--- src/rtl/request_unit_fsm_pkg.sv ---
// ---------------------------------------------------------------------------
// request_unit_fsm_pkg
// Types and helpers shared by the request unit and its wait counter.
//   ru_state_t    : IDLE / DPEND / HALTED controller state
//   ru_en_t       : data-memory enable pair {ren, wen}
//   ru_decode_en  : turns the datapath's dREN/dWEN into memory enables
//                   (a write always wins over a simultaneous read)
// ---------------------------------------------------------------------------
package request_unit_fsm_pkg;

  typedef enum logic [1:0] {
    IDLE   = 2'd0,
    DPEND  = 2'd1,
    HALTED = 2'd2
  } ru_state_t;

  typedef struct packed {
    logic ren;
    logic wen;
  } ru_en_t;

  function automatic ru_en_t ru_decode_en(input logic dren, input logic dwen);
    ru_en_t en;
    en.wen = dwen;
    en.ren = dren & ~dwen;
    return en;
  endfunction

endpackage

--- src/rtl/ru_wait_counter.sv ---
// ---------------------------------------------------------------------------
// ru_wait_counter
// Saturating wait-cycle counter for the request unit.
//   CLK, nRST : clock, asynchronous active-low reset
//   clr       : synchronous clear to 0 (has priority over en)
//   en        : count one cycle; holds at 2^CNT_W-1
//   cnt       : current count
//   tc        : terminal count, high while cnt == TIMEOUT_CYCLES-1
// ---------------------------------------------------------------------------
module ru_wait_counter #(
  parameter int unsigned CNT_W          = 16,
  parameter int unsigned TIMEOUT_CYCLES = 1024
) (
  input  logic             CLK,
  input  logic             nRST,
  input  logic             clr,
  input  logic             en,
  output logic [CNT_W-1:0] cnt,
  output logic             tc
);

  localparam logic [CNT_W-1:0] TC_VAL = CNT_W'(TIMEOUT_CYCLES - 1);

  // NOTE: sequential state uses non-blocking assignments so every flop
  // samples the pre-edge values, independent of block ordering.
  always_ff @(posedge CLK or negedge nRST) begin
    if (!nRST) begin
      cnt <= '0;
    end else if (clr) begin
      cnt <= '0;
    end else if (en && !(&cnt)) begin
      cnt <= cnt + CNT_W'(1);
    end
  end

  assign tc = (cnt == TC_VAL);

endmodule

--- src/rtl/request_unit_fsm.sv ---
// ---------------------------------------------------------------------------
// request_unit_fsm
// Request unit between datapath and memory control. Keeps instruction fetch
// running, captures one data request per accepting ihit, holds address, store
// data and enables stable until dhit, counts wait cycles and supports a
// sticky halt.
//
// Optional feature: define REQ_TIMEOUT_EN to abort a request that waits
// TIMEOUT_CYCLES cycles without dhit (req_timeout pulses). Without it the
// unit waits indefinitely and req_timeout is tied to 0.
//
// Ports
//   CLK, nRST            clock, asynchronous active-low reset
//   ihit                 datapath accepts an instruction this cycle
//   dhit                 data access complete
//   dREN, dWEN           datapath data request (valid with ihit)
//   daddr, dstore        datapath address / store data
//   halt                 datapath halt
//   imemREN              instruction read enable (decoded from state)
//   dmemREN, dmemWEN     registered data enables
//   dmemaddr, dmemstore  latched address / store data
//   busy, halted         state DPEND / state HALTED
//   dwait_cnt            cycles spent in current/most recent DPEND
//   req_err              1-cycle pulse: dREN and dWEN both set on accept
//   req_timeout          1-cycle pulse: request aborted by timeout
// ---------------------------------------------------------------------------
module request_unit_fsm
  import request_unit_fsm_pkg::*;
#(
  parameter int unsigned ADDR_W         = 32,
  parameter int unsigned DATA_W         = 32,
  parameter int unsigned CNT_W          = 16,
  parameter int unsigned STALL_IFETCH   = 0,
  parameter int unsigned TIMEOUT_CYCLES = 1024
) (
  input  logic              CLK,
  input  logic              nRST,
  input  logic              ihit,
  input  logic              dhit,
  input  logic              dREN,
  input  logic              dWEN,
  input  logic [ADDR_W-1:0] daddr,
  input  logic [DATA_W-1:0] dstore,
  input  logic              halt,
  output logic              imemREN,
  output logic              dmemREN,
  output logic              dmemWEN,
  output logic [ADDR_W-1:0] dmemaddr,
  output logic [DATA_W-1:0] dmemstore,
  output logic              busy,
  output logic              halted,
  output logic [CNT_W-1:0]  dwait_cnt,
  output logic              req_err,
  output logic              req_timeout
);

  typedef struct packed {
    ru_en_t            en;
    logic [ADDR_W-1:0] addr;
    logic [DATA_W-1:0] store;
  } ru_req_t;

  ru_state_t state_q, state_d;
  ru_req_t   req_q, req_d, new_req;
  logic      err_q, err_d;
  logic      halt_pend_q, halt_pend_d;
  logic      cnt_clr, cnt_tc;
  logic      accept;

  assign accept  = ihit & (dREN | dWEN);
  assign new_req = '{en: ru_decode_en(dREN, dWEN), addr: daddr, store: dstore};

`ifdef REQ_TIMEOUT_EN
  logic tmo_q, tmo_d;
`endif

  // NOTE: every variable driven here gets a default first, so no path can
  // leave one unassigned and infer a latch.
  always_comb begin
    state_d     = state_q;
    req_d       = req_q;
    err_d       = 1'b0;
    halt_pend_d = halt_pend_q;
    cnt_clr     = 1'b0;
`ifdef REQ_TIMEOUT_EN
    tmo_d       = 1'b0;
`endif
    unique case (state_q)
      IDLE: begin
        if (accept) begin
          state_d     = DPEND;
          req_d       = new_req;
          err_d       = dREN & dWEN;
          cnt_clr     = 1'b1;
          // A halt arriving with the request waits for it to complete.
          halt_pend_d = halt;
        end else if (halt) begin
          state_d = HALTED;
        end
      end
      DPEND: begin
        if (dhit) begin
          halt_pend_d = 1'b0;
          if (halt || halt_pend_q) begin
            state_d  = HALTED;
            req_d.en = '0;
          end else if (accept) begin
            // Back-to-back reload: enables stay high, no idle gap.
            req_d   = new_req;
            err_d   = dREN & dWEN;
            cnt_clr = 1'b1;
          end else begin
            state_d  = IDLE;
            req_d.en = '0;
          end
        end
`ifdef REQ_TIMEOUT_EN
        else if (cnt_tc) begin
          halt_pend_d = 1'b0;
          state_d     = (halt || halt_pend_q) ? HALTED : IDLE;
          req_d.en    = '0;
          tmo_d       = 1'b1;
        end
`endif
        else if (halt) begin
          halt_pend_d = 1'b1;
        end
      end
      HALTED: begin
        // Sticky until reset; all inputs ignored.
      end
      default: begin
        state_d  = IDLE;
        req_d.en = '0;
      end
    endcase
  end

  // NOTE: all registers, including the latched address/data, take a reset
  // value so nothing leaves reset as X.
  always_ff @(posedge CLK or negedge nRST) begin
    if (!nRST) begin
      state_q     <= IDLE;
      req_q       <= '0;
      err_q       <= 1'b0;
      halt_pend_q <= 1'b0;
    end else begin
      state_q     <= state_d;
      req_q       <= req_d;
      err_q       <= err_d;
      halt_pend_q <= halt_pend_d;
    end
  end

  ru_wait_counter #(
    .CNT_W         (CNT_W),
    .TIMEOUT_CYCLES(TIMEOUT_CYCLES)
  ) u_wait_counter (
    .CLK (CLK),
    .nRST(nRST),
    .clr (cnt_clr),
    .en  (state_q == DPEND),
    .cnt (dwait_cnt),
    .tc  (cnt_tc)
  );

`ifdef REQ_TIMEOUT_EN
  always_ff @(posedge CLK or negedge nRST) begin
    if (!nRST) begin
      tmo_q <= 1'b0;
    end else begin
      tmo_q <= tmo_d;
    end
  end
  assign req_timeout = tmo_q;
`else
  logic unused_tc;
  assign unused_tc   = cnt_tc;
  assign req_timeout = 1'b0;
`endif

  assign imemREN   = (state_q == IDLE) | ((state_q == DPEND) & (STALL_IFETCH == 0));
  assign busy      = (state_q == DPEND);
  assign halted    = (state_q == HALTED);
  assign dmemREN   = req_q.en.ren;
  assign dmemWEN   = req_q.en.wen;
  assign dmemaddr  = req_q.addr;
  assign dmemstore = req_q.store;
  assign req_err   = err_q;

endmodule
--- config.mk ---
export PLATFORM = sky130hd
export DESIGN_NAME = request_unit_fsm
export DESIGN_NICKNAME = d
export VERILOG_FILES = /design/src/rtl/request_unit_fsm_pkg.sv /design/src/rtl/ru_wait_counter.sv /design/src/rtl/request_unit_fsm.sv
export SDC_FILE = /design/constraint.sdc
export NUM_CORES = 1
export LEC_CHECK = 0
export ABC_AREA = 0
export CORE_MARGIN = 1
export CORE_UTILIZATION = 42
export CTS_CLUSTER_SIZE = 24
export DETAILED_ROUTE_END_ITERATION = 16
export PLACE_DENSITY_LB_ADDON = 0.25
export SLEW_MARGIN = 20
export SYNTH_ARGS = -nofsm -noshare
export SYNTH_HDL_FRONTEND = slang
export SYNTH_HIERARCHICAL = 1
export SYNTH_SLANG_ARGS = --single-unit
--- constraint.sdc ---
create_clock -name CLK -period 2.8 [get_ports CLK]
set_clock_uncertainty 0.1 [all_clocks]
set_input_delay 0.28 -clock CLK [delete_from_list [all_inputs] [get_ports CLK]]
set_output_delay 0.28 -clock CLK [all_outputs]
set_load 0.01 [all_outputs]
==> results by group, run 1 <==
Layout
  – Synth-to-Final Area Change: 48.4%
  – Fraction of layout cells with a size suffix above 1: 0.0882
  – Fill cells: roughly 650
  – Multi-input gate area: about 1400 um^2
  – Seq. cell area: roughly 2200 um^2
  – Diodes inserted: 0
  – Fin nets: 498

Clocking
  – Number of clock sinks: 86
  – Post-CTS setup buffers: 0
  – Post-cts sizing count: 0
  – Htree depth: 3
  – TritonCTS Buffers: 9
  – Hold buffers post-CTS: 0
  – CTS tree: yes
  – Clock-pin slew on the worst setup and hold paths: 0.09 ns
  – Root Buffer: clkbuf_8
  – Worst-case clock buffer depth: 2
  – Clk_lat worst skew: ~0.34 ns

Drt
  – First DRT Iteration DRCs: 79
  – Vias per cell: 5.18
  – DR pass1 iterations: 4
  – Via count: about 2800
  – Routed length per instance: about 16 um
  – Residual DRC: 0
  – DRT Wirelength: around 8400 um
  – Antenna viol nets, final: 0

Timing
  – Slew of the pin with the lowest slew margin: 0.756 ns
  – Final WS setup: 0.419 ns
  – Final setup fails: 0
  – Tmin final: around 2.4 ns
  – Final Hold Fails: 0
  – Fmax: between 400 and 500 MHz
  – Final hold slack: about 0.39 ns
  – Unrepaired setup endpoints after global routing: no
  – Final slew viol count: 0
  – Slew HR: 0.491
  – Period utilization: 0.851
  – Total negative slack: 0 ns

Placement
  – Setup slack after placement: about 0.16 ns
  – Port Buffers: 156
  – RD Place Congestion: between 0.8 and 0.9
  – Dpl hpwl: slightly below 6000 um

Power and ir drop
  – Leak: ~2.2 nW
  – Net switching power: 1.52 mW
  – Clock Power Share: 0.159
  – Part of the power in registers: 0.411
  – Maximum VDD drop: approximately 460 uV
  – Tot Pwr: ~4.9 mW
  – Switch share: 0.307
  – Logic gate share of total power: 0.431
  – Total power per unit cell area: ~900 nW/um^2
  – Int Pwr: between 3 and 4 mW

Synth
  – Syn. warnings: 6
  – Gate Count Post-Synth: roughly 270
  – Syn_area_per_cell: between 10 and 15 um^2
  – Synth Net Count: approximately 340
  – Post-Syn Area: 3680 um^2

Setup path
  – RR Endpoint: u_wait_counter/cnt[11]$_DFFE_PN0P_
  – CP Data Arrival Time: around 2.5 ns
  – Crit-path max FO: 13
  – Reg2reg start: state_q[0]$_DFFE_PN0P_
  – R2R depth: 5
  – WS Path Type: reg -> reg
  – Worst Setup End Kind: flip-flop
  – Worst setup path endpoint: u_wait_counter/cnt[11]$_DFFE_PN0P_
  – Reg2Reg Setup Slack: around 0.42 ns
  – Worst Path Required: 2.93 ns
  – CP startpoint: state_q[0]$_DFFE_PN0P_
  – Worst setup SP type: flip-flop

GRT
  – GRT overflow: 0
  – Vias in the first global route: ~2600
  – All-Layer GR Usage: 0.188
  – Pin count of the biggest net entering global routing: between 80 and 90
  – First-pass GRT wire length: approximately 13000 um
  – Initial antenna violation count: 0

Flow run
  – MaxCap Viol Count: 0

Floorplan
  – Core area: about 8300 um^2
  – IO Pins: approximately 160
  – Starting Density: 0.441
  – DIE AREA: 9130 um^2
  – Die span in y: 95.6 um
  – Cell Rows: 33
  – Die width: approximately 96 um

Min path
  – Hold Crit Class: reg -> reg

Outcome
  – Run status: complete, no violations
## final cells by class
class,count,area share
tap,105,0.0241
clock inverter,6,0.00848
timing repair buffer,160,0.295
multi-input combinational,163,0.251
sequential,86,0.394
clock buffer,10,0.0234
inverter,6,0.00413
## per-layer routing
metal / global-route usage / part of all wire / vias up
li1: - / - / 1288
met2: 0.308 / 0.47 / 113
met1: 0.247 / 0.44 / 1366
met5: 0 / 0 / -
met4: 0.0647 / 0.014 / 0
met3: 0.0407 / 0.077 / 11
## state kept, by name (all words and copies together), names as in the netlist
| name | flops |
|---|---|
| dmemaddr | 32 |
| dmemstore | 32 |
| u_wait_counter/cnt | 16 |
| state_q | 2 |
| dmemREN | 1 |
| dmemWEN | 1 |
| halt_pend_q | 1 |
| req_err | 1 |
## worst max-delay path: stages, from the launching register on
cell and delay, ns:
dfrtp_1 0.59, nor2b_1 0.23, nand4_1 0.24, or3_1 0.47, a211oi_1 0.28, mux2_1 0.35
## worst min-delay path by stage
stage                               from  slack (ns)  cells after the start                         to
6_report        dmemstore[3]$_DFFE_PN0P_        0.39                      1   dmemstore[3]$_DFFE_PN0P_
5_1_grt          dmemaddr[3]$_DFFE_PN0P_        0.41                      1    dmemaddr[3]$_DFFE_PN0P_
4_1_cts                             nRST        0.06                      1   dmemstore[7]$_DFFE_PN0P_
3_5_place_dp    dmemstore[3]$_DFFE_PN0P_        0.37                      1   dmemstore[3]$_DFFE_PN0P_
3_3_place_gp   dmemstore[31]$_DFFE_PN0P_        0.37                      1  dmemstore[31]$_DFFE_PN0P_
2_1_floorplan                       nRST       -0.12                      0        dmemREN$_DFFE_PN0P_
## cell usage in the layout (no fill, tap or decap), types with 2 or more instances in the layout
master,count
nand4_1,4
mux2_2,16
clkbuf_8,9
or3_1,5
nor4_1,4
dfrtp_1,86
o311ai_0,2
nand2_1,8
inv_1,6
o31a_1,2
nand3_1,6
inv_6,2
buf_4,2
a21oi_1,11
nor2_1,11
o21a_1,2
and3_1,2
o31ai_1,3
nor2b_1,4
or4_1,4
clkinvlp_4,2
o21ai_0,6
nor3_1,2
clkdlybuf4s50_1,155
mux2_1,51
## power groups by stage
stage,registers [mW],logic [mW],clock network (mW)
detailed placement,2.06,2.15,0
CTS,2.03,2.16,0.811
finish,2.03,2.13,0.783
global route,2.10,2.28,0.865
floorplan,2.27,0.650,0
global placement,2.03,2.12,0
## metrics by stage
stage / utilization / area (um^2) / cells
after floorplan: - / 3680 / 267
after global placement: 0.632 / 5270 / 519
after detailed placement: 0.632 / 5270 / 519
after CTS: 0.653 / 5440 / 535
after global routing: 0.654 / 5460 / 536
final: 0.654 / 5460 / 536
No activity file was read; power rests on OpenSTA's default activity.
==> inputs of run 2 (changes only) <==
--- a/config.mk
+++ b/config.mk
@@ -6,6 +6,7 @@
 export NUM_CORES = 1
 export LEC_CHECK = 0
 export ABC_AREA = 0
+export ABC_CLOCK_PERIOD_IN_PS = 2800
 export CORE_MARGIN = 1
 export CORE_UTILIZATION = 42
 export CTS_CLUSTER_SIZE = 24
==> results of run 2 <==
The final DEF is identical to that of run 1; final timing and power are the same.
==> RTL edit 1 (config.mk and constraints of run 1) <==
`DATA_W`: 32 -> 28.
--- a/src/rtl/request_unit_fsm.sv
+++ b/src/rtl/request_unit_fsm.sv
@@ -28,7 +28,7 @@
   import request_unit_fsm_pkg::*;
 #(
   parameter int unsigned ADDR_W         = 32,
-  parameter int unsigned DATA_W         = 32,
+  parameter int unsigned DATA_W         = 28,
   parameter int unsigned CNT_W          = 16,
   parameter int unsigned STALL_IFETCH   = 0,
   parameter int unsigned TIMEOUT_CYCLES = 1024
Ports: changed (resized dmemstore and dstore); port bits go from 158 to 150. No check against the original RTL was run, so the function may have changed too.
==> RTL edit 1 against run 1 <==
- cell count down 3.4%
- synthesized area down 5.0%
- routed wire length down 4.6%
- sequential power down 5%
- final area down 3.1%
- sequential cell count down 4
- core utilization up 1.6 points
- critical endpoint unchanged
- total power up 0.50%
- via count down 5.2%
- synthesized cell count down 3.4%
- worst setup slack better by 200 ps
- largest cell class unchanged
==> RTL edit 1: results (changes against run 1) <==
metric	value	unit	change
worst_pin_slew	773	ps	+16.8 ps
nets	479		-3.8%
critPathLaunch	state_q[1]		
grt_pass1_vias	2470		-6.2%
min_to	dmemstore[18]		
drive_gt1_frac	0.188		+0.0993
p_sw	1400	uW	-7.3%
synthesis.nets	326		-3.8%
total_leakage_power	0.00215	uW	-3.6%
hpwl	5740	microns	-3.4%
place.gp.congestion	0.793		-6.2%
cts.clk_slew.worst_paths	70	ps	-20 ps
drt_iter0_drc	122		+54%
fin_crit	2190	ps	-196 ps
pwr-share-comb	0.427		-0.004
r2r_slack	610	ps	+200 ps
grt_pass1_wl	12600	microns	-3.4%
hold_slack	389	ps	-0.395 ps
multi_input_area	1330	sq um	-3.1%
status	complete, no violations		
dpl_worst_slack	312	ps	+153 ps
grt_max_degree	83		-4.6%
peakVddDrop	0.484	mV	+4.7%
placed_cells	501		-3.5%
worstPathArrival	2310	ps	-200 ps
slowest_stage	or3_1		
hold_path_class	reg2reg		
worstPathMaxFanout	6		-7
port_buffers	148		-5.1%
power	4960	uW	+0.50%
critical-path-max-stage-delay	470	ps	-120 ps
num_vias	2633		-5.2%
vias_per_cell	5.08		-1.9%
avgSynthCellArea	13.5	sq um	-1.7%
drt-wirelength-per-cell	15.4	microns	-1.3%
fillers	594		-9.2%
clockPowerShare	0.185		+0.026
RTL edit 1: area by class of cell:
cell class              instances  share of cell area
repair buffers                153               0.293
clock buffers                  14              0.0289
inverters                       6             0.00426
well taps                     102              0.0241
clock inverters                 2              0.0114
multi-input cells             159               0.251
flip-flops and latches         82               0.388
RTL edit 1: repair_timing:
action,CTS,global route
hold buffers,0,1
setup endpoints to repair,0,0
endpoints found under the hold margin,0,82
resized for setup,0,0
RTL edit 1: worst max-delay path, delay by kind of cell, from the launching register on:
kind / cells / cell delay (ps)
multiplexers: 1 / 350
flip-flops: 1 / 430
AO/OA/AOI/OAI: 1 / 290
AND/OR/NAND/NOR: 3 / 900
RTL edit 1: layer usage:
| metal | part of all wire | wire (microns) | track usage |
|---|---|---|---|
| met5 | 0 | 0 | 0 |
| met3 | 0.060 | 484 | 0.0520 |
| met4 | 0.021 | 165 | 0.0846 |
| met1 | 0.43 | 3420 | 0.237 |
| met2 | 0.49 | 3930 | 0.321 |
==> RTL edit 2 (settings of run 1) <==
Without the edit above. Encoding of `ru_state_t`: now one-hot (3 bits for 3 states).
--- a/src/rtl/request_unit_fsm_pkg.sv
+++ b/src/rtl/request_unit_fsm_pkg.sv
@@ -8,10 +8,10 @@
 // ---------------------------------------------------------------------------
 package request_unit_fsm_pkg;
 
-  typedef enum logic [1:0] {
-    IDLE   = 2'd0,
-    DPEND  = 2'd1,
-    HALTED = 2'd2
+  typedef enum logic [2:0] {
+    IDLE   = 3'b001,
+    DPEND  = 3'b010,
+    HALTED = 3'b100
   } ru_state_t;
 
   typedef struct packed {
Formal check against the unedited RTL: no difference found for any inputs over 4 cycles, from zero or initial values and one cycle with nRST low; so few cycles prove little.
==> RTL edit 2 against run 1 <==
- total power up 15%
- synthesized area up 6.5%
- sequential cell count up 1
- clock power up 3.3%
- worst setup slack better by 110 ps
- fmax up 4.7%
- final area up 6.1%
- routed wire length up 9.9%
- hold slack worse by 59 ps
- critical endpoint unchanged
==> RTL edit 2: results (changes against run 1) <==
metric	value	unit	change
status	complete, no violations		
p_seq	2100	uW	+3%
drt_iter0_drc	92		+16%
grt.met3_usage	0.0553		+0.0146
drt-wirelength-per-cell	16.6	microns	+6.2%
synthCells	281		+5.2%
place.gp.congestion	0.857		+1.3%
nets	514		+3.2%
critPathLaunch	state_q[1]		
grt.total_usage	0.199		+0.0111
clk_share	0.0313		-0.000549
multi_input_cells	177		+8.6%
worst_pin_slew	661	ps	-95.1 ps
n_all_inverters	5		-1
grt_max_degree	53		-39%
cts_hold_buf	1		+1
worstPathMaxFanout	9		-4
hold_path_class	in2async		
placed_cells	538		+3.7%
multi_input_area_share	0.282		+0.0313
r2r_slack	530	ps	+110 ps
seq_cell_count	87		+1.2%
peakVddDrop	0.520	mV	+13%
stdcell_count	555		+3.5%
pwr-share-comb	0.485		+0.054
vias_per_cell	5.31		+2.5%
drive_gt1_frac	0.201		+0.113
grt.met1_usage	0.261		+0.0139
fillers	690		+5.5%
grt_pass1_vias	2943		+12%
critical-path-max-stage-delay	490	ps	-100 ps
area_share_nonclk_buffers	0.284		-0.0108
synthesis.nets	353		+4.1%
grt_pass1_wl	15100	microns	+16%
grtUsageMet2	0.319		+0.0107
switching_share	0.308		+0.000593
hpwl	6580	microns	+11%
buffers_excl_clock	162		+1.3%
seq_share	0.376		-0.0183
-- RTL edit 2: cell count changes in the layout (fill, tap and decap cells not counted), moves of 2 or more --
cell	run 1	this run
nand2b_1	1	3
mux2_1	51	7
a21oi_1	11	14
nor4_1	4	2
mux2_4	0	49
nand2_1	8	14
o21ai_0	6	4
mux2_2	16	11
buf_12	1	3
nor4b_1	0	2
and3_1	2	0
-- RTL edit 2: layer usage --
layer | vias up | wire, microns
met5 | - | 0
met1 | 1454 | 4010
met2 | 135 | 4310
met4 | 0 | 148
met3 | 13 | 750
li1 | 1346 | -
-- RTL edit 2: stage by stage --
stage,util,power (uW),instance area [sq um],hold slack [ps],worst slack [ps]
after global routing,0.652,6000,5790,355,311
after floorplan,-,3510,3920,-116,299
after global placement,0.630,4820,5600,176,396
final,0.652,5660,5790,331,525
after CTS,0.652,5720,5790,330,518
after detailed placement,0.630,4880,5600,179,318
